--- src/rtl/red_pitaya_iq_sweep_ctrl.sv ---
// Frequency-sweep scheduler for the IQ fgen: resync, settle, dwell and step through N points,
// configured over the PS register bus and driving phase increment, fgen enable and acquire gate.
module red_pitaya_iq_sweep_ctrl #(
  parameter int unsigned PHASEBITS = 32,
  parameter int unsigned CNTBITS   = 32,
  parameter int unsigned IDXBITS   = 16
) (
  input  logic                 clk_i,
  input  logic                 rstn_i,
  input  logic [15:0]          addr,
  input  logic                 wen,
  input  logic                 ren,
  input  logic [31:0]          wdata,
  output logic                 ack,
  output logic [31:0]          rdata,
  output logic [PHASEBITS-1:0] phase_inc_o,
  output logic [PHASEBITS-1:0] shift_phase_o,
  output logic                 fgen_on_o,
  output logic                 acq_en_o,
  output logic                 point_done_o,
  output logic                 sweep_done_o,
  output logic [IDXBITS-1:0]   point_idx_o,
  output logic                 busy_o
);

  typedef enum logic [2:0] {
    S_IDLE, S_SYNC, S_SETTLE, S_DWELL, S_STEP, S_DONE
  } state_t;

  localparam logic [15:0] A_CTRL   = 16'h0100;
  localparam logic [15:0] A_FSTART = 16'h0104;
  localparam logic [15:0] A_FSTEP  = 16'h0108;
  localparam logic [15:0] A_NPTS   = 16'h010C;
  localparam logic [15:0] A_SETTLE = 16'h0110;
  localparam logic [15:0] A_DWELL  = 16'h0114;
  localparam logic [15:0] A_SHIFT  = 16'h0118;
  localparam logic [15:0] A_STATUS = 16'h011C;
  localparam logic [15:0] A_PBITS  = 16'h0200;
  localparam logic [15:0] A_CBITS  = 16'h0204;
  localparam logic [15:0] A_IBITS  = 16'h0208;

  // Bus-visible configuration
  logic                 cont_q;
  logic [PHASEBITS-1:0] f_start_q, f_step_q, shift_q;
  logic [IDXBITS-1:0]   n_points_q;
  logic [CNTBITS-1:0]   settle_q, dwell_q;

  // Shadow copies used by the running sweep
  logic [PHASEBITS-1:0] sh_f_start, sh_f_step;
  logic [IDXBITS-1:0]   sh_n;
  logic [CNTBITS-1:0]   sh_settle, sh_dwell;

  state_t               state_q, state_nxt;
  logic [CNTBITS-1:0]   cnt_q, cnt_nxt;
  logic                 done_flag_q, done_flag_nxt;
  logic [PHASEBITS-1:0] phase_nxt;
  logic [IDXBITS-1:0]   idx_nxt;
  logic                 fgen_on_nxt, acq_nxt, pdone_nxt, sdone_nxt, busy_nxt;
  logic                 load_shadow_c;

  logic                 start_c, abort_c;
  logic [31:0]          rdata_c;
  logic [CNTBITS-1:0]   dwell_last_c;
  state_t               first_c;

  assign start_c      = wen && (addr == A_CTRL) && wdata[0];
  assign abort_c      = wen && (addr == A_CTRL) && wdata[1];
  assign dwell_last_c = (sh_dwell == '0) ? '0 : sh_dwell - CNTBITS'(1);
  assign first_c      = (sh_settle == '0) ? S_DWELL : S_SETTLE;

  // Register file writes
  always_ff @(posedge clk_i) begin
    if (!rstn_i) begin
      cont_q     <= 1'b0;
      f_start_q  <= '0;
      f_step_q   <= '0;
      n_points_q <= '0;
      settle_q   <= '0;
      dwell_q    <= '0;
      shift_q    <= '0;
    end else if (wen) begin
      case (addr)
        A_CTRL:   cont_q     <= wdata[2];
        A_FSTART: f_start_q  <= PHASEBITS'(wdata);
        A_FSTEP:  f_step_q   <= PHASEBITS'(wdata);
        A_NPTS:   n_points_q <= IDXBITS'(wdata);
        A_SETTLE: settle_q   <= CNTBITS'(wdata);
        A_DWELL:  dwell_q    <= CNTBITS'(wdata);
        A_SHIFT:  shift_q    <= PHASEBITS'(wdata);
        default:  ;
      endcase
    end
  end

  // Read mux
  always_comb begin
    rdata_c = '0;
    case (addr)
      A_CTRL:   rdata_c = {29'd0, cont_q, 2'b00};
      A_FSTART: rdata_c = 32'(f_start_q);
      A_FSTEP:  rdata_c = 32'(f_step_q);
      A_NPTS:   rdata_c = 32'(n_points_q);
      A_SETTLE: rdata_c = 32'(settle_q);
      A_DWELL:  rdata_c = 32'(dwell_q);
      A_SHIFT:  rdata_c = 32'(shift_q);
      A_STATUS: rdata_c = {busy_o, done_flag_q, 14'd0, 16'(point_idx_o)};
      A_PBITS:  rdata_c = 32'(PHASEBITS);
      A_CBITS:  rdata_c = 32'(CNTBITS);
      A_IBITS:  rdata_c = 32'(IDXBITS);
      default:  rdata_c = '0;
    endcase
  end

  always_ff @(posedge clk_i) begin
    if (!rstn_i) begin
      ack   <= 1'b0;
      rdata <= '0;
    end else begin
      ack <= wen | ren;
      if (ren) rdata <= rdata_c;
    end
  end

  // Next state, counters and output values
  always_comb begin
    state_nxt     = state_q;
    cnt_nxt       = cnt_q;
    phase_nxt     = phase_inc_o;
    idx_nxt       = point_idx_o;
    done_flag_nxt = done_flag_q;
    fgen_on_nxt   = 1'b1;
    acq_nxt       = 1'b0;
    pdone_nxt     = 1'b0;
    sdone_nxt     = 1'b0;
    load_shadow_c = 1'b0;

    case (state_q)
      S_IDLE: begin
        if (start_c && (n_points_q != '0)) begin
          state_nxt     = S_SYNC;
          load_shadow_c = 1'b1;
        end
      end
      S_SYNC, S_STEP: begin
        state_nxt = first_c;
        cnt_nxt   = '0;
      end
      S_SETTLE: begin
        if (cnt_q == sh_settle - CNTBITS'(1)) begin
          state_nxt = S_DWELL;
          cnt_nxt   = '0;
        end else begin
          cnt_nxt = cnt_q + CNTBITS'(1);
        end
      end
      S_DWELL: begin
        if (cnt_q == dwell_last_c) begin
          state_nxt = (point_idx_o == sh_n - IDXBITS'(1)) ? S_DONE : S_STEP;
          cnt_nxt   = '0;
        end else begin
          cnt_nxt = cnt_q + CNTBITS'(1);
        end
      end
      S_DONE:  state_nxt = cont_q ? S_SYNC : S_IDLE;
      default: state_nxt = S_IDLE;
    endcase

    if (abort_c) begin
      state_nxt     = S_IDLE;
      cnt_nxt       = '0;
      load_shadow_c = 1'b0;
    end

    // Outputs are registered in step with the state they belong to
    case (state_nxt)
      S_SYNC: begin
        fgen_on_nxt   = 1'b0;
        phase_nxt     = (state_q == S_IDLE) ? f_start_q : sh_f_start;
        idx_nxt       = '0;
        done_flag_nxt = 1'b0;
      end
      S_DWELL: begin
        acq_nxt   = 1'b1;
        pdone_nxt = (cnt_nxt == dwell_last_c);
      end
      S_STEP: begin
        phase_nxt = phase_inc_o + sh_f_step;
        idx_nxt   = point_idx_o + IDXBITS'(1);
      end
      S_DONE: begin
        sdone_nxt     = 1'b1;
        done_flag_nxt = 1'b1;
      end
      default: ;
    endcase

    busy_nxt = (state_nxt != S_IDLE);
  end

  always_ff @(posedge clk_i) begin
    if (!rstn_i) begin
      state_q       <= S_IDLE;
      cnt_q         <= '0;
      done_flag_q   <= 1'b0;
      phase_inc_o   <= '0;
      shift_phase_o <= '0;
      fgen_on_o     <= 1'b1;
      acq_en_o      <= 1'b0;
      point_done_o  <= 1'b0;
      sweep_done_o  <= 1'b0;
      point_idx_o   <= '0;
      busy_o        <= 1'b0;
      sh_f_start    <= '0;
      sh_f_step     <= '0;
      sh_n          <= '0;
      sh_settle     <= '0;
      sh_dwell      <= '0;
    end else begin
      state_q      <= state_nxt;
      cnt_q        <= cnt_nxt;
      done_flag_q  <= done_flag_nxt;
      phase_inc_o  <= phase_nxt;
      fgen_on_o    <= fgen_on_nxt;
      acq_en_o     <= acq_nxt;
      point_done_o <= pdone_nxt;
      sweep_done_o <= sdone_nxt;
      point_idx_o  <= idx_nxt;
      busy_o       <= busy_nxt;
      if (load_shadow_c) begin
        sh_f_start    <= f_start_q;
        sh_f_step     <= f_step_q;
        sh_n          <= n_points_q;
        sh_settle     <= settle_q;
        sh_dwell      <= dwell_q;
        shift_phase_o <= shift_q;
      end
    end
  end

endmodule

--- config.mk ---
export PLATFORM = sky130hd
export DESIGN_NAME = red_pitaya_iq_sweep_ctrl
export DESIGN_NICKNAME = d
export VERILOG_FILES = /design/src/rtl/red_pitaya_iq_sweep_ctrl.sv
export SDC_FILE = /design/constraint.sdc
export NUM_CORES = 1
export LEC_CHECK = 0
export BUFFER_PORTS_ARGS = -buffer_cell sky130_fd_sc_hd__buf_2
export CAP_MARGIN = 15
export CORE_AREA = 2 2 230 232
export DETAILED_ROUTE_END_ITERATION = 12
export DIE_AREA = 0 0 232 234
export MAX_ROUTING_LAYER = met4
export PLACE_DENSITY = 0.81
export SETUP_SLACK_MARGIN = 0.05
export SLEW_MARGIN = 20
export SYNTH_ARGS = -nofsm -noshare
export SYNTH_HDL_FRONTEND = slang
export SYNTH_SLANG_ARGS = --single-unit
--- constraint.sdc ---
create_clock -name clk_i -period 4.33 [get_ports clk_i]
set_input_delay 0.2165 -clock clk_i [delete_from_list [all_inputs] [get_ports clk_i]]
set_output_delay 0.2165 -clock clk_i [all_outputs]
set_load 0.02 [all_outputs]
======== Yosys cells after proc, flatten, opt, wreduce, memory -nomap -nowiden ========
Cells that the tools add are included.
operators by class
  add/sub/neg operators ................... 6
  eq/ne operators ......................... 24
  bitwise operators ....................... 1
  mux-type cells .......................... 24
  reductions and logical operators ........ 21
operators by type and width
  kind                                                number
  one-hot mux 32 bit (10 select lines)                1
  two-way mux 32 bit                                  5
  == test 16 x 9 -> 1 bit, second input constant      8
  == test 32 bit                                      3
  one-hot mux 32 bit (3 select lines)                 1
  zero test 32 bit                                    2
  one-hot mux 32 bit (2 select lines)                 1
  subtractor 32 x 1 -> 32 bit, second input constant  2
  == test 16 x 10 -> 1 bit, second input constant     3
  adder 32 x 1 -> 32 bit, second input constant       1
  adder 32 bit                                        1
  one-hot mux 16 bit (2 select lines)                 1
  adder 16 x 1 -> 16 bit, second input constant       1
  == test 16 bit                                      1
  AND reduction 2 bit                                 8
  nonzero test 16 bit                                 1
  subtractor 16 x 1 -> 16 bit, second input constant  1
  one-hot mux 3 bit (5 select lines)                  1
  == test 3 bit, second input constant                4
  two-way mux 3 bit                                   4
  == test 3 x 2 -> 1 bit, second input constant       3
  two-way mux 1 bit                                   9
  == test 3 x 1 -> 1 bit, second input constant       2
  logical AND 1 bit                                   4
  6 further kinds                                     8
word-level totals
  word-level logic and storage cells ...... 101
  output and inout bits ................... 118
  register bits after elaboration ......... 475
  input bits .............................. 52

======== Logic depth before layout (Yosys ltp) ========
  depth after elaboration ................. 9
  mapped depth ............................ 18

======== Least setup slack after synthesis ========
No wires, ideal clock.
  path kind ............................... register to register
  start ................................... register sh_dwell[0]
  end ..................................... register phase_inc_o[27]
  library setup time ...................... 0.115 ns
  stages on the path, launching flop included .. 18
  path buffers ............................ 3
  arrival time ............................ 4.095 ns
  period minus slack after synthesis ...... 4.210 ns
  slack ................................... 0.120 ns
  cell sequence ........................... dfxtp_1 > inv_1 > ha_1 > or3b_1 > clkbuf_1 > nor4_2 > nand3_1 > a21o_1 > a2111o_1 > or4_1 > nor4_2 > and3_1 > and3_1 > buf_4 > nor2_2 > buf_6 > a22o_1 > o21a_1
between the ends
  word-level cells in the longest chain between the ends .. 8
  elaborated cells on any way between the ends .. 11
  those cells by class .................... add/sub: 1; eq/ne: 3; mux: 5; reduce/logical: 2
ends and longest elaborated chain
  what                                                                              line  source
  from (decl)                                                                       51    logic [CNTBITS-1:0] sh_settle, sh_dwell;
  from (signal assigned)                                                            234   sh_dwell <= dwell_q;
  subtractor 32 x 1 -> 32 bit / zero test 32 bit (equally long branches)            68    assign dwell_last_c = (sh_dwell == '0) ? '0 : sh_dwell - CNTBITS'(1);
  two-way mux 32 bit *                                                              68
  == test 32 bit *                                                                  157   if (cnt_q == dwell_last_c) begin
  two-way mux 3 bit *                                                               157
  one-hot mux 3 bit (5 select lines) *                                              137   case (state_q)
  two-way mux 3 bit *                                                               168   if (abort_c) begin
  == test 3 bit / == test 3 x 1 -> 1 bit (equally long branches)                    175   case (state_nxt)
  one-hot mux 32 bit (2 select lines) / nonzero test 2 bit (equally long branches)  --
  to (signal assigned)                                                              222   phase_inc_o <= phase_nxt;
  to (decl)                                                                         16    output logic [PHASEBITS-1:0] phase_inc_o,
Every way passes the cells marked *; elsewhere a longest branch is shown, timed or not.
A chain may end at the register's enable or synchronous reset.

======== Worst setup path after layout ========
  start ................................... register sh_dwell[0]
  end ..................................... register cnt_q[27]
between the ends
  word-level cells in the longest chain between the ends .. 6
  elaborated cells on any way between the ends .. 7
  those cells by class .................... add/sub: 1; eq/ne: 1; mux: 4; reduce/logical: 1
ends and longest elaborated chain
  what                                                                    line  source
  subtractor 32 x 1 -> 32 bit / zero test 32 bit (equally long branches)  68
  two-way mux 32 bit *                                                    68
  == test 32 bit *                                                        157
  two-way mux 32 bit *                                                    157
  one-hot mux 32 bit (3 select lines) *                                   137
  two-way mux 32 bit *                                                    168
  to (signal assigned)                                                    220   cnt_q <= cnt_nxt;
  to (decl)                                                               54    logic [CNTBITS-1:0] cnt_q, cnt_nxt;
Marked as above.

==> results list <==
- The run finished with clean final reports.
- Areal power density over the cells: 299 nW/um^2
- The die is 234 um tall.
- Row generation in the floorplan step produced 84 rows.
- Worst Reg-to-Reg Cells: 18
* Clock tree from TritonCTS: done
- Setup slack closes at 114 ps.
* Share of synthesized registers carrying an async set or reset: 0%
- Sort of element at the end of the critical path: flip-flop
- Of the post-synthesis cell area, the dominant cell type holds 37.0%.
- Across the run, the number of max-cap violations was 0.
- Clock buffers created by TritonCTS: 49
* Part of the Yosys area used for sequential elements: 37.0%
- The layout has 4,586 filler cells.
- Cells fill 58.8% of the core in the end.
- Of the available clock period, the critical path in the final layout requires 97.4%.
- Clock tree root driver cell: sky130_fd_sc_hd__clkbuf_16
- The final hold violation count was 0.
- For the worst setup path, the data required time is 4780 ps.
* Critical Path Start Type: flip-flop
- Combined global-route utilization of all metal layers: 33.8%
* DRC: 0
- First-pass GRT wire length: 140,000 um
- Antenna violations before repair: 3
- Synthesis produced 3,320 cells.
* Flip-flop cell with the highest count after synthesis: sky130_fd_sc_hd__dfxtp_1
- Total number of vias: 26,200
* Maximum number of pins on one net before global-route repair: 215
- Area of the mapped netlist: 25,700 um^2
- Synth-to-layout area growth: 18.9%
- Reported leakage power: 0.0115 uW
* Initial Util: 49.4%
* Number of distinct standard cells referenced by the synthesized netlist: 90
- Counting every sink on the clock net gives 475.
- Clock-pin transition on the worst setup and hold timing paths: 70 ps
- Mean instance size in the synthesized netlist: 7.75 um^2
* Core Footprint: 52,000 um^2
- Routability Congestion: 1.07
- Max Fanout on Critical Path: 26
* X dimension of the die: 232 um
- The worst hold path belongs to the class in2reg.
* Max_slew headroom: 27.0%
* Yosys top cell by area: sky130_fd_sc_hd__dfxtp_1
- The total overflow left after global routing is 0.
- For this run, the post-layout net count is 3,624.
- Counting every net in the synthesized netlist gives 3,409.
- Setup Slack @ Placement: -129 ps
- No sink is reached through more buffers than the 3 on the longest clock path.
- Of the cells placed in the final design, the portion with a size suffix greater than 1 is 15.1%.
* Class of the most critical setup path: reg2reg
- The die covers 54,300 um^2.
- Setup violations remaining at the end of the flow were counted as 0.
- Final HPWL from detailed placement: 65,000 um
- Summed over all layers, the routed wires come to 92,500 um.
- The max-slew violation total from the final report is 0.
* Post-detailed-route via-to-cell ratio: 6.14
- Antenna viol nets, final: 0
- For the pin with the worst max-slew slack, the measured transition is 1090 ps.
- CTS built an H-tree with a depth of 2.
- Fmax: 0.237 GHz
- Worst clock skew: 30.1 ps
* Number of flops mapped to enable cells by yosys: 0
- In the final routed layout, each cell accounts on average for 21.7 um.
- The number of global-route vias before repair is 24,100.
- Area contributors post-synth: sky130_fd_sc_hd__dfxtp_1 37%, sky130_fd_sc_hd__nand2_1 12%, sky130_fd_sc_hd__a21boi_0 11%
- The first detailed-routing pass ran for 8 iterations.
- Crit path arrival time: 4670 ps
* Unrepaired setup endpoints after global routing: true
- In this run, the number of DRC markers left after iteration 0 of detailed routing was 3,595.
* Worst hold stages: 3
- During I/O placement, the number of pins put on the boundary was 170.
- Count of input and output buffers: 169
- Yosys printed 0 warnings.
- Synthesis inferred 475 register bits.
- The clock reaches the later pin of the worst-skew pair after 610 ps.
- Max rail drop VDD: 0.246 mV
- Time the final worst path needs with I/O delays and setup: 4220 ps
critical path, stage by stage, from the launching register on:
cell and delay, ps:
sky130_fd_sc_hd__dfxtp_1 310, sky130_fd_sc_hd__inv_1 80, sky130_fd_sc_hd__ha_2 210, sky130_fd_sc_hd__or3b_4 420, sky130_fd_sc_hd__buf_4 160, sky130_fd_sc_hd__o31ai_1 200, sky130_fd_sc_hd__buf_4 190, sky130_fd_sc_hd__nand3b_1 80
sky130_fd_sc_hd__a211o_1 290, sky130_fd_sc_hd__o211ai_1 110, sky130_fd_sc_hd__or4b_4 510, sky130_fd_sc_hd__nor4_4 360, sky130_fd_sc_hd__buf_4 180, sky130_fd_sc_hd__a31o_4 210, sky130_fd_sc_hd__a31oi_4 170, sky130_fd_sc_hd__buf_4 200
sky130_fd_sc_hd__nand2_1 100, sky130_fd_sc_hd__buf_12 190, sky130_fd_sc_hd__nor2_1 60
cells by family (layout without fill, tap and decap cells):
logic type	count (synthesis)	in the layout	share of synthesized area, %
flops	475	475	37.0
mux	24	24	0.953
other cells	0	3	0
buf+inv	288	540	4.45
xor+xnor	140	140	4.82
simple gates	1513	1514	27.1
compound gates	843	844	23.8
fa+ha+maj	37	37	1.83
state kept, by name, summed over array words and instances, names as in the netlist, 16 cells and up:
name           count
cnt_q             32
dwell_q           32
f_start_q         32
f_step_q          32
phase_inc_o       32
rdata             32
settle_q          32
sh_dwell          32
sh_f_start        32
sh_f_step         32
sh_settle         32
shift_phase_o     32
shift_q           32
n_points_q        16
point_idx_o       16
sh_n              16
cell usage in the layout, fill, tap and decap left out, types with 13 or more instances in the layout:
cell,n
sky130_fd_sc_hd__a222oi_1,34
sky130_fd_sc_hd__and3_1,48
sky130_fd_sc_hd__buf_12,15
sky130_fd_sc_hd__a22oi_1,51
sky130_fd_sc_hd__xnor2_1,84
sky130_fd_sc_hd__o21a_1,52
sky130_fd_sc_hd__a31oi_1,33
sky130_fd_sc_hd__xor2_1,55
sky130_fd_sc_hd__nor3_1,72
sky130_fd_sc_hd__nand4_1,37
sky130_fd_sc_hd__a21o_1,18
sky130_fd_sc_hd__a21boi_0,365
sky130_fd_sc_hd__nand3_1,53
sky130_fd_sc_hd__ha_1,35
sky130_fd_sc_hd__nor2_1,167
sky130_fd_sc_hd__dlygate4sd3_1,30
sky130_fd_sc_hd__a21oi_1,70
sky130_fd_sc_hd__o22ai_1,17
sky130_fd_sc_hd__nor2b_1,54
sky130_fd_sc_hd__mux2i_1,20
sky130_fd_sc_hd__clkbuf_16,49
sky130_fd_sc_hd__and2_1,15
sky130_fd_sc_hd__nand2b_1,16
sky130_fd_sc_hd__inv_1,37
sky130_fd_sc_hd__o21ai_0,74
sky130_fd_sc_hd__clkbuf_1,13
sky130_fd_sc_hd__nor4_1,43
sky130_fd_sc_hd__dfxtp_1,475
sky130_fd_sc_hd__buf_2,168
sky130_fd_sc_hd__nand2_1,848
sky130_fd_sc_hd__nor4_2,13
sky130_fd_sc_hd__buf_4,198
sky130_fd_sc_hd__or3_1,31
sky130_fd_sc_hd__or4_1,20
sky130_fd_sc_hd__nand3b_1,16
synth_stat cells, drive strengths merged (12+ instances only):
master	instances
and2	16
ha	36
nor3	80
nand2b	16
nor4b	12
or3	33
nor2b	54
or4	22
a21boi	371
nand4	37
a222oi	34
clkbuf	224
o22ai	17
nand3	54
o21a	52
a21o	18
a21oi	71
a31oi	34
inv	37
nor4	59
nor2	171
dfxtp	475
mux2i	20
a22oi	53
o31ai	12
buf	27
nand3b	16
xor2	55
and3	50
xnor2	84
o21ai	77
nor3b	12
nand2	849
area by class of cell:
class | instances | area [um^2] | area share, %
Sequential cell | 475 | 9510 | 31.1
Clock buffer | 70 | 1390 | 4.53
Inverter | 37 | 139 | 0.454
Tap cell | 688 | 861 | 2.81
Timing Repair Buffer | 413 | 2980 | 9.73
Clock inverter | 20 | 340 | 1.11
Multi-Input combinational cell | 2559 | 15400 | 50.2
Antenna cell | 3 | 7.51 | 0.0245
repair_timing:
| item | 4_1_cts | 5_1_grt |
|---|---|---|
| cloned | 2 | 1 |
| setup endpoints to repair | 62 | 84 |
| hold buffers | 30 | 0 |
| pin swaps | 1 | 7 |
| gates resized for setup | 17 | 24 |
| buffers inserted | 1 | 4 |
| endpoints found under the hold margin | 153 | 0 |
per-layer routing:
layer | wire (um) | global-route usage [%] | share of wire (%) | up-vias
met2 | 42100 | 53.4 | 46 | 1361
met3 | 8930 | 5.39 | 9.7 | 272
met5 | 0 | - | 0 | -
li1 | - | - | - | 12100
met4 | 4310 | 13.8 | 4.7 | 0
met1 | 37100 | 43.2 | 40 | 12500
where the power goes:
| group | switching (uW) | internal [uW] |
|---|---|---|
| Clock | 1890 | 2670 |
| Combinational | 136 | 90.4 |
| Sequential | 0.345 | 4370 |
path summary, 6_finish.rpt:
check	from	endpoint	slack [ps]
worst max-delay path	sh_dwell[0]	cnt_q[27]	110
worst min-delay path	wdata[9]	n_points_q[9]	20
worst max register to register	sh_dwell[0]	cnt_q[27]	110
worst min register to register	shift_phase_o[6]	shift_phase_o[6]	460
through the flow:
step                instances  hold WS [ps]  setup TNS [ps]  instance area, um^2  power [uW]
finish                   4265          21.9               0                30600        9160
global placement         4134           449            -268                28200        4660
CTS                      4257          8.44               0                30400        9170
global route             4265          21.5            -414                30600        9370
floorplan                3320           327               0                25700        4570
detailed placement       4134           453            -755                28200        4660
Power figures use the tool's default switching activity.
